### config.mk
export PLATFORM = sky130hd
export DESIGN_NAME = fetch_stage_flat
export DESIGN_NICKNAME = d
export VERILOG_FILES = /design/src/rtl/mips_pkg.sv /design/src/rtl/fetch_stage_if.sv /design/src/rtl/fetch_stage.sv /design/src/flat_wrapper.sv
export SDC_FILE = /design/constraint.sdc
export NUM_CORES = 1
export LEC_CHECK = 0
export CORE_MARGIN = 2
export CORE_UTILIZATION = 35
export DETAILED_ROUTE_END_ITERATION = 8
export DONT_BUFFER_PORTS = 1
export SETUP_SLACK_MARGIN = 0.3
export SYNTH_ARGS = -nofsm -noshare
export SYNTH_HDL_FRONTEND = slang
export SYNTH_SLANG_ARGS = --single-unit
### constraint.sdc
create_clock -name CLK -period 3.99 [get_ports CLK]
set_input_delay 0.798 -clock CLK [delete_from_list [all_inputs] [get_ports CLK]]
set_output_delay 0.798 -clock CLK [all_outputs]
set_load 0.05 [all_outputs]
### src/rtl/mips_pkg.sv
// Shared types and constants for the MIPS core pipeline stages.
package mips_pkg;

    localparam int unsigned XLEN = 32;

    typedef enum logic [1:0] {
        IDLE  = 2'd0,
        FETCH = 2'd1,
        HOLD  = 2'd2,
        FLUSH = 2'd3
    } fetch_state_e;

    localparam logic [XLEN-1:0] NOP_INSTR        = 32'h0000_0000;
    localparam logic [XLEN-1:0] RESET_PC_DEFAULT = 32'h0000_0000;

endpackage

### src/rtl/fetch_stage_if.sv
// Instruction-memory request/ready handshake between the fetch stage and imem.
interface fetch_stage_if;
    logic        IReq;
    logic [31:0] IAddr;
    logic [31:0] IRData;
    logic        IReady;

    modport master (output IReq, output IAddr, input IRData, input IReady);
    modport slave  (input IReq, input IAddr, output IRData, output IReady);
endinterface

### src/rtl/fetch_stage.sv
// Instruction-fetch stage: PC register, next-PC selection and imem handshake.
// Optional JUMP_EN adds the JumpD/PCJumpD redirect source (jump beats branch).
module fetch_stage
    import mips_pkg::*;
#(
    parameter logic [31:0] RESET_PC = RESET_PC_DEFAULT
) (
    input  logic        CLK,
    input  logic        RST,
    input  logic        StallF,
    input  logic        PCSrcD,
    input  logic [31:0] PCBranchD,
`ifdef JUMP_EN
    input  logic        JumpD,
    input  logic [31:0] PCJumpD,
`endif
    fetch_stage_if.master imem,
    output logic [31:0] InstrF,
    output logic [31:0] PCPlus4F,
    output logic        ValidF,
    output logic [31:0] PCF
);

    fetch_state_e state_q, state_n;
    logic [31:0]  pc_q, pc_n;
    logic [31:0]  hold_q, hold_n;
    logic [31:0]  redir_q, redir_n;
    logic         redirect;
    logic [31:0]  target_raw;
    logic [31:0]  target;

    // Redirect source selection; a stalled decode cannot redirect.
`ifdef JUMP_EN
    assign redirect   = !StallF && (PCSrcD || JumpD);
    assign target_raw = JumpD ? PCJumpD : PCBranchD;
`else
    assign redirect   = !StallF && PCSrcD;
    assign target_raw = PCBranchD;
`endif
    assign target = {target_raw[31:2], 2'b00};

    assign PCF      = pc_q;
    assign PCPlus4F = pc_q + 32'd4;

    // State and datapath registers.
    always_ff @(posedge CLK or negedge RST) begin
        if (!RST) begin
            state_q <= IDLE;
            pc_q    <= {RESET_PC[31:2], 2'b00};
            hold_q  <= NOP_INSTR;
            redir_q <= 32'h0000_0000;
        end else begin
            state_q <= state_n;
            pc_q    <= pc_n;
            hold_q  <= hold_n;
            redir_q <= redir_n;
        end
    end

    // Next-state and next-PC selection.
    always_comb begin
        state_n = state_q;
        pc_n    = pc_q;
        hold_n  = hold_q;
        redir_n = redir_q;
        unique case (state_q)
            IDLE: state_n = FETCH;
            FETCH: begin
                if (imem.IReady) begin
                    if (redirect) begin
                        pc_n = target;
                    end else if (!StallF) begin
                        pc_n = PCPlus4F;
                    end else begin
                        hold_n  = imem.IRData;
                        state_n = HOLD;
                    end
                end else if (redirect) begin
                    // Address must stay stable until imem completes, so park the target.
                    redir_n = target;
                    state_n = FLUSH;
                end
            end
            HOLD: begin
                if (redirect) begin
                    pc_n    = target;
                    state_n = FETCH;
                end else if (!StallF) begin
                    pc_n    = PCPlus4F;
                    state_n = FETCH;
                end
            end
            FLUSH: begin
                if (redirect) redir_n = target;
                if (imem.IReady) begin
                    // A redirect landing with the completion is the newest target.
                    pc_n    = redirect ? target : redir_q;
                    state_n = FETCH;
                end
            end
            default: state_n = IDLE;
        endcase
    end

    // Outputs decoded from state; InstrF bypasses IRData for zero-wait fetch.
    always_comb begin
        imem.IReq  = 1'b0;
        imem.IAddr = pc_q;
        ValidF     = 1'b0;
        InstrF     = NOP_INSTR;
        unique case (state_q)
            IDLE: ;
            FETCH: begin
                imem.IReq = 1'b1;
                if (imem.IReady) begin
                    ValidF = 1'b1;
                    InstrF = imem.IRData;
                end
            end
            HOLD: begin
                ValidF = 1'b1;
                InstrF = hold_q;
            end
            FLUSH: imem.IReq = 1'b1;
            default: ;
        endcase
    end

endmodule

### src/flat_wrapper.sv
// flat-port wrapper written by rule: the top's interface ports become plain ports
module fetch_stage_flat import mips_pkg::*;
#(
    parameter logic [31:0] RESET_PC = RESET_PC_DEFAULT
)
  (CLK, RST, StallF, PCSrcD, PCBranchD, InstrF, PCPlus4F, ValidF, PCF, imem_IReq, imem_IAddr, imem_IRData, imem_IReady);
  fetch_stage_if imem_i ();
  input  logic CLK;
  input  logic RST;
  input  logic StallF;
  input  logic PCSrcD;
  input  logic [31:0] PCBranchD;
  output logic [31:0] InstrF;
  output logic [31:0] PCPlus4F;
  output logic ValidF;
  output logic [31:0] PCF;
  output wire logic [$bits(imem_i.IReq)-1:0] imem_IReq;
  output wire logic [$bits(imem_i.IAddr)-1:0] imem_IAddr;
  input wire logic [$bits(imem_i.IRData)-1:0] imem_IRData;
  input wire logic [$bits(imem_i.IReady)-1:0] imem_IReady;
  assign imem_IReq = imem_i.IReq;
  assign imem_IAddr = imem_i.IAddr;
  assign imem_i.IRData = imem_IRData;
  assign imem_i.IReady = imem_IReady;
  fetch_stage #(.RESET_PC(RESET_PC)) u_core (.CLK(CLK), .RST(RST), .StallF(StallF), .PCSrcD(PCSrcD), .PCBranchD(PCBranchD), .imem(imem_i), .InstrF(InstrF), .PCPlus4F(PCPlus4F), .ValidF(ValidF), .PCF(PCF));
endmodule
* Word-level counts from Yosys, hierarchy flattened
Cells that the tools add are included.
** Storage, ports and cells
- Flip-flop bits (word level) :: 98
- Bits of input ports :: 69
- Logic and storage cells :: 47
** Operators by class
- Add/subtract/negate cells :: 1
- Equal/unequal tests :: 10
- Muxes and demuxes :: 21
- Bitwise gates (word level) :: 1
- Reductions and logical operators :: 10
** Operator list (count)
- two-way mux 32 bit :: 7
- case mux 32 bit (2 select lines) :: 2
- case mux 32 bit (3 select lines) :: 1
- adder 32 x 3 -> 32 bit (second input constant) :: 1
- two-way mux 2 bit :: 7
- != test 3 x 2 -> 1 bit (second input constant) :: 3
- case mux 2 bit (4 select lines) :: 1
- != test 2 bit (second input constant) :: 3
- AND reduction 5 bit :: 1
- equality test 2 bit (second input constant) :: 2
- AND reduction 4 bit :: 1
- != test 3 bit (second input constant) :: 1
- AND reduction 3 bit :: 1
- nonzero test 3 bit :: 1
- equality test 2 x 1 -> 1 bit (second input constant) :: 1
- zero test 2 bit :: 1
- two-way mux 1 bit :: 2
- case mux 1 bit (2 select lines) :: 1
- AND reduction 2 bit :: 1
- nonzero test 2 bit :: 1
- OR reduction 2 bit :: 1
- logical AND 1 bit :: 1
- zero test 1 bit :: 1
- NOT 1 bit :: 1

* Depth between registers and ports, before layout
Gate-level depths: netlist of the first run.
- Depth in word-level cells :: 5
- Gate-level depth with buffers :: 8
- Gate-level depth less buffers :: 6

* Worst setup path after synthesis of the first run
OpenSTA, ideal clock, no wires.
- Kind :: reg2out
- Start :: reg u_core.pc_q[6], in the netlist u_core.PCF[6]
- End :: out PCPlus4F[24]
- Arrival time :: 2.884 ns
- Required time :: 3.192 ns
- Setup slack :: 0.308 ns
- Stages on the path, launching flop included :: 6
- Buffers on the path :: 1
- Cell sequence :: dfrtp_1 > buf_2 > nand4_4 > or4_4 > or3_1 > xnor2_1
** On the way
- Word-level cells in the longest chain between the ends :: 1
** Ends and longest elaborated chain
- from (decl) :: RTL line fetch_stage.sv:25 : logic [31:0] pc_q, pc_n;
- from (signal assigned) :: RTL line fetch_stage.sv:49 : pc_q <= {RESET_PC[31:2], 2'b00};
- from (signal assigned) :: RTL line fetch_stage.sv:54 : pc_q <= pc_n;
- adder 32 x 3 -> 32 bit :: RTL line fetch_stage.sv:43 : assign PCPlus4F = pc_q + 32'd4;
- to (decl) :: RTL line flat_wrapper.sv:14 : output logic [31:0] PCPlus4F;
Every way passes these cells.

* Worst setup path after layout of the first run
- Start :: reg u_core.pc_q[2], in the netlist u_core.PCF[2]
- End :: out PCPlus4F[21]
The elaborated chain is that of the path after synthesis.

==> results of run 1 <==
## through the flow
| step | hold WS, ps | cells | cell area, um2 | util |
|---|---|---|---|---|
| after global placement | 471.6 | 875 | 6812 | 0.3952 |
| after global routing | 114.9 | 891 | 7116 | 0.4128 |
| final | 128.0 | 891 | 7116 | 0.4128 |
| after floorplan | 458.2 | 627 | 6161 | - |
| after detailed placement | 479.5 | 875 | 6812 | 0.3952 |
| after CTS | 119.3 | 891 | 7116 | 0.4128 |
## registers in the layout (all words and copies together), names as in the netlist
| name | cells |
|---|---|
| u_core.state_q | 2 |
| u_core.hold_q | 32 |
| u_core.PCF | 32 |
| u_core.redir_q | 32 |
## critical path, delay by kind of cell (launching register included)
family        cells  cell delay [ps]
flops             1              360
buf+inv           3              740
xor+xnor          1              150
simple gates      3             1040
## layer usage
| layer | wire, um | up-vias | share of wire |
|---|---|---|---|
| li1 | - | 2327 | - |
| met1 | 7145 | 2490 | 0.40 |
| met2 | 8516 | 210 | 0.48 |
| met3 | 1820 | 19 | 0.10 |
| met4 | 189 | 2 | 0.011 |
| met5 | 17 | - | 0.00096 |
## kinds of logic after synthesis
kind of cell,count (synthesis),synth area share
XOR/XNOR,27,0.03838
adder cells (fa/ha/maj),5,0.01015
buffers and inverters,97,0.08042
flip-flops,98,0.3981
multiplexers,81,0.1450
AO/OA/AOI/OAI,135,0.1533
AND/OR/NAND/NOR,184,0.1747
## area by class of cell
class                   instances  area, um2  area share
inverters                      18      67.56    0.009495
repair buffers                102      778.2      0.1094
clock inverters                 6      65.06    0.009144
multi-input cells             432       3232      0.4542
flip-flops and latches         98       2452      0.3446
well taps                     225      281.5     0.03956
clock buffers                  10      239.0     0.03359
## worst paths after layout
path                            slack, ps  cells past startpoint               from            endpoint
worst max-delay path                  550                      7      u_core.PCF[2]        PCPlus4F[21]
worst min-delay path                  130                      0                RST  u_core.redir_q[13]
worst max register to register       1200                      6  u_core.state_q[1]       u_core.PCF[1]
worst min register to register        490                      1  u_core.redir_q[0]       u_core.PCF[0]
max in group asynchronous            3620                      0                RST      u_core.PCF[19]
min in group CLK                      490                      1  u_core.redir_q[0]       u_core.PCF[0]
## placed cells by master (no fill, tap or decap), drive strengths merged, types with 10 or more instances in the layout
cell type and n:
a21oi 11, a22oi 32, buf 102, clkbuf 10, dfrtp 98, inv 18, mux2 66, mux2i 15
nand2 37, nand3 13, nand3b 13, nand4 10, nor2 13, nor2b 36, nor3 16, nor4 10
o211ai 11, o21ai 29, or3 11, xnor2 20
## cell usage after synthesis, types with 13 or more instances
cell / number
inv_1: 17
o21ai_0: 29
clkbuf_1: 36
mux2_2: 66
nor2_1: 13
nand3_1: 13
nand3b_1: 13
a22oi_1: 32
nor2b_1: 36
buf_4: 34
dfrtp_1: 98
mux2i_1: 15
nor3_1: 15
xnor2_1: 20
nand2_1: 37
==> results.toml, run 1 <==
[global_routing]
grt_overflow = 0
grt_start_max_net_pins = 99
grtUsageMet3 = 0.07889
track_usage = 0.1931
grt_util_met1 = 0.2248
top_usage_layer = "met2"
grt_pass1_wl_um = 28060
antenna_found_initial = 1
grt_util_met2 = 0.3306
grt_pass1_vias = 5249

[timing]
rsz0062_at_grt = "no"
timing.fmax_ghz = 0.2907
setup_tns_ps = 0
hold_violations = 0
period_minus_slack_ps = 3440
setup_ws_ps = 550.2
max-slew-margin-rel = 0.2514
tightest_slew_ps = 1119
finClkSkew_ps = 7.711
finalCritPeriodShare = 0.8621
setup_viol = 0
maxSlewViolCount = 0

[final_layout]
diodes = 0
areaGrowthSynthToFinish_pct = 15.50
layout-drive-gt1-share = 0.3018
fill_cells = 1669
layout.nets = 735

[yosys]
synthTopCellsByArea = "dfrtp_1 (40%), mux2_2 (12%), buf_4 (4.1%)"
synthFlopType = "dfrtp_1"
synth_seq_area_share = 0.3981
synth_top_area_share = 0.3981
synth_edf_count = 0
synthCells = 627
ys_warn_count = 0
synth_nets = 701
ys_seq_elements = 98
async_flop_share = 1.000
synth_cell_type_count = 58
postSynthAreaPerCell_um2 = 9.826
syn_area_um2 = 6161
synth_area_leader_cell = "dfrtp_1"

[setup_path]
end_kind = "output port"
crit_arrival_ps = 2640
critPathMostFrequentCell = "buf_4"
critical_path.max_stage_delay_ps = 470
worst-path-max-fanout = 13
startpoint_type = "flip-flop"
worstPathCellList = "buf_4, nand4_1, buf_4, or3_1, or3_1, xnor2_1, buf_4"
slowest_stage = "or3_1"
required_ps = 3190
critPathKind = "reg -> out"

[floorplanning]
die_x_um = 136.7
pin_count = 199
core_um2 = 17240
start_util = 0.3574
rows = 48
die-area_um2 = 18680
die_h_um = 136.7

[placed_design]
place_ws_ps = 919.8
port_buffers = 0
detailed_place_hpwl_um = 12250
routabilityCongestion = 0.8254

[drt]
wire_per_inst_um = 19.85
viasPerCell = 5.666
first_iter_violations = 293
routed_wl_um = 17690
drc = 0
ant_nets = 0
vias = 5048
first_pass_iters = 4

[clock_network]
ctsResizeCount = 0
cts_hold_buf = 0
postCtsSetupBuffers = 0
numCtsBuffers = 9
cts.sinks = 98
cts_buffer_depth = 2
clock-root-buffer = "clkbuf_16"
tritoncts = "done"
clkTransAtPathRegs_ps = 70
cts_max_level = 3
clk_latency_ps = 360

[hold_path]
hold_path.class = "in -> async"

[run_status]
status = "finished, final reports clean"

[job]
maxCapViolCount = 0
Power of run 1 is left out: the tool's default activity adds up to more than one toggle a clock period on the data nets, which glitch-free logic cannot reach.
==> inputs of run 2 (changes only) <==
==> constraint.sdc (replaced) <==
create_clock -name CLK -period 3 [get_ports CLK]
set_input_delay 0.6 -clock CLK [delete_from_list [all_inputs] [get_ports CLK]]
set_output_delay 0.6 -clock CLK [all_outputs]
set_load 0.05 [all_outputs]
==> run 2 against run 1 <==
The run now ends with hold timing left. Via count is 6.6% higher. Cell count rose by 3.4%. Critical path depth is 1 lower. Cell area rose by 21%. Sequential share of layout area down 5.7 points. Sequential cell count did not move. Clock skew grew 5.5 ps. Non-clock buffer count is 30 higher. Register-to-register slack worse by 620 ps. First-iteration DRC count increased by 42%. Hold slack lost 200 ps. Die area unchanged.
==> results.toml, run 2 (synthesis gave the netlist of run 1 again) <==
[run_status]
status = "complete, but fails checks"
violations = "hold timing"

[placed_design]
place_ws_ps = 342.1
routabilityCongestion = 0.8976
detailed_place_hpwl_um = 13190
port_buffers = 0
dpl-instance-area_um2 = 7858
dp_cells = 886

[drt]
vias = 5383
routed_wl_um = 19310
wire_per_inst_um = 20.96
first_iter_violations = 417
viasPerCell = 5.845
first_pass_iters = 6
drc = 0
ant_nets = 0

[floorplanning]
core_um2 = 17240
die-area_um2 = 18680
pin_count = 199
die_x_um = 136.7
die_h_um = 136.7
rows = 48
start_util = 0.3574

[final_layout]
finalNonFillerCells = 921
areaGrowthSynthToFinish_pct = 39.91
diodes = 0
layout.nets = 765
final_cell_mix = "dfrtp_1 (77), buf_4 (68), mux2_2 (66), buf_12 (52), nand2_1 (35)"
layout-drive-gt1-share = 0.4670
final_common_cell = "dfrtp_1"
fin_area_um2 = 8620

[setup_path]
path_depth = 6
cpLargestDelayFamily = "simple AND/OR/NAND/NOR gates"
end_kind = "output port"
worst-path-max-fanout = 3
startpoint_type = "flip-flop"
crit_arrival_ps = 2270
required_ps = 2400
ff2ff_path_depth = 7
critical_path.max_stage_delay_ps = 480
critPathKind = "reg -> out"
worstPathCellList = "ha_4, nand4_1, or4_4, or3_4, xnor2_4, buf_12"
cp_num_buf_inv = 1
slowest_stage = "or4_4"

[clock_network]
tritoncts = "done"
cts.sinks = 98
clkTransAtPathRegs_ps = 80
numCtsBuffers = 9
cts_buffer_depth = 2
clock-root-buffer = "clkbuf_16"
clk_latency_ps = 360
cts_max_level = 3

[global_routing]
grt_overflow = 0
antenna_found_initial = 0
grt_pass1_vias = 5594
grt_start_max_net_pins = 99
track_usage = 0.2042
grt_pass1_wl_um = 29640

[timing]
hold_violations = 98
finClkSkew_ps = 13.24
max-slew-margin-rel = 0.6296
finalCritPeriodShare = 0.9551
setup_ws_ps = 134.6
setup_tns_ps = 0
whs_ps = -69.01
tightest_slew_ps = 555.6
period_minus_slack_ps = 2865
setup_viol = 0
rsz0062_at_grt = "yes"
maxSlewViolCount = 0
timing.fmax_ghz = 0.3490

[hold_path]
hold_path.class = "in -> async"

[power]
p_leak_nw = 3.448
cellPowerDensity_nw_per_um2 = 1348
ir_drop_mv = 0.6763

[job]
maxCapViolCount = 0
-- run 2: changes by cell type in the layout (fill, tap and decap cells not counted), sizes merged --
cell / before / now
clkbuf: 10 / 12
buf: 102 / 131
inv: 18 / 19
clkinv: 4 / 2
-- run 2: path summary, 6_finish.rpt --
path	from	to	slack, ps
setup reg to reg	u_core.state_q[1]	u_core.PCF[9]	580
min in group CLK	imem_IReady	u_core.state_q[0]	360
hold / removal	RST	u_core.redir_q[15]	-70
hold reg to reg	u_core.redir_q[0]	u_core.PCF[0]	500
max in group asynchronous	RST	u_core.PCF[4]	2860
setup / recovery	u_core.PCF[2]	PCPlus4F[24]	130
-- run 2: worst register-to-register path, stage by stage, from the launching register on --
cell and delay [ps]:
dfrtp_1 400, ha_2 330, buf_4 300, clkinv_1 380, nand2_2 380, buf_4 250
o21ai_0 110, o2bb2ai_1 140
-- run 2: metrics by stage --
| stage | hold WS, ps | power (mW) | util |
|---|---|---|---|
| floorplan | 304.4 | 7.966 | - |
| global placement | 309.5 | 9.882 | 0.4559 |
| detailed placement | 309.8 | 10.06 | 0.4559 |
| CTS | -78.83 | 11.48 | 0.4874 |
| global route | -81.03 | 12.16 | 0.5001 |
| finish | -69.01 | 11.62 | 0.5001 |
-- run 2: what timing repair did --
action                                 4_1_cts  5_1_grt
pin swaps                                    9        4
setup endpoints to repair                   50       53
resized for setup                           31       25
endpoints found under the hold margin       98       98
setup buffers                               12        6
gates cloned                                 0        1
-- run 2: cell type report --
cell class                 count  area (um2)
timing repair buffer         132        1704
sequential                    98        2479
multi-input combinational    432        3785
tap                          225       281.5
fill                        1518        8617
clock inverter                 5       60.06
clock buffer                  11       242.7
inverter                      18       67.56
-- run 2: routing by layer --
layer,part of all wire,wire length [um],global-route usage,vias up
met2,0.50,9562,0.3458,263
met1,0.37,7197,0.2348,2684
li1,-,-,-,2384
met4,0.026,503,0.07639,0
met5,0,0,0,-
met3,0.11,2046,0.07593,52
-- run 2: report_power, final --
group	internal [mW]	total (mW)	switching, mW
Sequential	1.99	2.41	0.422
Combinational	2.95	7.99	5.04
Clock	0.675	1.22	0.544
Total	5.62	11.6	6.00
Note: power is estimated with default switching activity, not from simulation.
==> inputs of run 3 (changes only) <==
--- a/config.mk
+++ b/config.mk
@@ -9,6 +9,7 @@
 export CORE_UTILIZATION = 35
 export DETAILED_ROUTE_END_ITERATION = 8
 export DONT_BUFFER_PORTS = 1
+export PLACE_DENSITY = 0.53
 export SETUP_SLACK_MARGIN = 0.3
 export SYNTH_ARGS = -nofsm -noshare
 export SYNTH_HDL_FRONTEND = slang
==> run 3 against run 2 <==
The run still ends with hold timing left. Largest cell class unchanged. Hold slack barely moved. Critical path depth rose by 1. Critical endpoint is now PCPlus4F[22]. Sequential power barely moved.
==> results.toml, run 3 (synthesis gave the netlist of run 1 again) <==
[floorplanning]
core_um2 = 17240
die-area_um2 = 18680
pin_count = 199
die_h_um = 136.7
rows = 48
start_util = 0.3574
die_x_um = 136.7

[setup_path]
crit_arrival_ps = 2250
rrSetupSlack_ps = 540
r2r-end = "u_core.PCF[1]"
slowest_stage = "or4_4"
cp_num_buf_inv = 2
startpoint_type = "flip-flop"
worstPathCellList = "ha_4, nand4_1, or4_4, buf_4, or2_4, xnor2_4, buf_12"
worst-path-max-fanout = 2
cpLargestDelayFamily = "simple AND/OR/NAND/NOR gates"
end_kind = "output port"
critical_path.max_stage_delay_ps = 480
required_ps = 2400
critPathKind = "reg -> out"
ff2ff_path_depth = 5
regToRegStartpoint = "u_core.state_q[1]"

[clock_network]
clock-root-buffer = "clkbuf_16"
clk_latency_ps = 360
cts_buffer_depth = 2
cts.sinks = 98
clkTransAtPathRegs_ps = 70
cts_max_level = 3
numCtsBuffers = 9
tritoncts = "done"

[power]
p_leak_nw = 3.549
ir_drop_mv = 0.6615
p_int_mw = 5.659
seqPwrFrac = 0.205
switching_share = 0.5146
cellPowerDensity_nw_per_um2 = 1328
p_sw_mw = 6.001
pwr-share-comb = 0.687
clock_power_share = 0.108

[global_routing]
grt_pass1_vias = 5514
antenna_found_initial = 0
grt_pass1_wl_um = 30070
track_usage = 0.2079
grt_start_max_net_pins = 99
grt_overflow = 0

[timing]
max-slew-margin-rel = 0.4646
tightest_slew_ps = 801.1
finalCritPeriodShare = 0.9494
setup_tns_ps = 0
finClkSkew_ps = 6.262
maxSlewViolCount = 0
whs_ps = -69.06
hold_violations = 98
setup_viol = 0
setup_ws_ps = 151.8
rsz0062_at_grt = "yes"
period_minus_slack_ps = 2848
timing.fmax_ghz = 0.3511

[placed_design]
detailed_place_hpwl_um = 13200
dp_cells = 889
place_ws_ps = 299.6
routabilityCongestion = 0.8417
port_buffers = 0

[drt]
ant_nets = 0
viasPerCell = 5.685
first_iter_violations = 255
route.met2.wl_um = 9234
first_pass_iters = 4
wire_per_inst_um = 20.66
drc = 0
vias = 5321
wl_met1_um = 7789
dr.max_layer_used = "met4"
route.met3.wl_um = 1935
routed_wl_um = 19340

[final_layout]
final_common_cell = "buf_4"
fill_cells = 1512
finalNonFillerCells = 936
layout-drive-gt1-share = 0.4852
diodes = 0
final_cell_mix = "buf_4 (82), dfrtp_1 (76), mux2_2 (66), buf_12 (51), nand2_1 (35)"
areaGrowthSynthToFinish_pct = 42.47
layout.nets = 780

[run_status]
status = "complete, but fails checks"
violations = "hold timing"

[hold_path]
hold_path.class = "in -> async"

[job]
maxCapViolCount = 0
-- run 3: changes by cell type in the layout (fill, tap and decap cells not counted), moves of 2 or more --
cell,before,now
buf_4,68,82
clkinv_4,0,2
and2_2,2,0
buf_6,10,12
and2_4,0,2
inv_8,0,2
nor4_1,6,4
nor3_2,3,1
nor3_4,2,4
-- run 3: metrics by stage --
step | utilization | cell area [um2] | power, mW
floorplan | - | 6505 | 7.966
global placement | 0.4564 | 7868 | 9.927
detailed placement | 0.4564 | 7868 | 10.06
CTS | 0.4938 | 8511 | 11.55
global route | 0.5092 | 8777 | 12.26
finish | 0.5092 | 8777 | 11.66
-- run 3: how the worst max path moves through the flow --
stage	startpoint	to	slack, ps	cells past startpoint
5_1_grt	u_core.PCF[3]	PCPlus4F[24]	90	6
2_1_floorplan	u_core.PCF[6]	PCPlus4F[24]	150	5
6_report	u_core.PCF[3]	PCPlus4F[22]	150	7
3_3_place_gp	u_core.PCF[2]	PCPlus4F[24]	320	6
4_1_cts	u_core.PCF[3]	PCPlus4F[24]	40	6
3_5_place_dp	u_core.PCF[2]	PCPlus4F[24]	300	6
-- run 3: power groups by stage --
| stage | Sequential [mW] | Combinational (mW) | Clock, mW |
|---|---|---|---|
| after global routing | 2.47 | 8.46 | 1.33 |
| after floorplan | 3.20 | 4.76 | 0 |
| after CTS | 2.38 | 7.88 | 1.29 |
| final | 2.39 | 8.01 | 1.26 |
| after global placement | 2.36 | 7.57 | 0 |
| after detailed placement | 2.40 | 7.67 | 0 |
-- run 3: worst reg2reg max path, stage by stage, from the launching register on --
cell      delay (ps)
dfrtp_1          400
ha_2             370
clkinv_1         410
nand2_1          750
nand2_1          160
a22o_1           260
-- run 3: repair_timing --
item / in CTS / in global routing
buffers inserted: 20 / 9
resized for setup: 34 / 34
gates cloned: 1 / 1
hold endpoints to repair: 98 / 98
pin swaps: 15 / 12
setup endpoints to repair: 49 / 52
-- run 3: cell type report --
class / count / area (um2) / area share
clock inverters: 7 / 86.33 / 0.009836
flip-flops and latches: 98 / 2480 / 0.2825
multi-input cells: 432 / 3825 / 0.4358
repair buffers: 147 / 1812 / 0.2064
well taps: 225 / 281.5 / 0.03207
clock buffers: 9 / 225.2 / 0.02566
inverters: 18 / 67.56 / 0.007698
-- run 3: routing by layer --
metal / GRT usage / vias up
li1: - / 2408
met1: 0.2566 / 2681
met2: 0.3328 / 211
met3: 0.07296 / 21
met4: 0.08102 / 0
met5: 0 / -
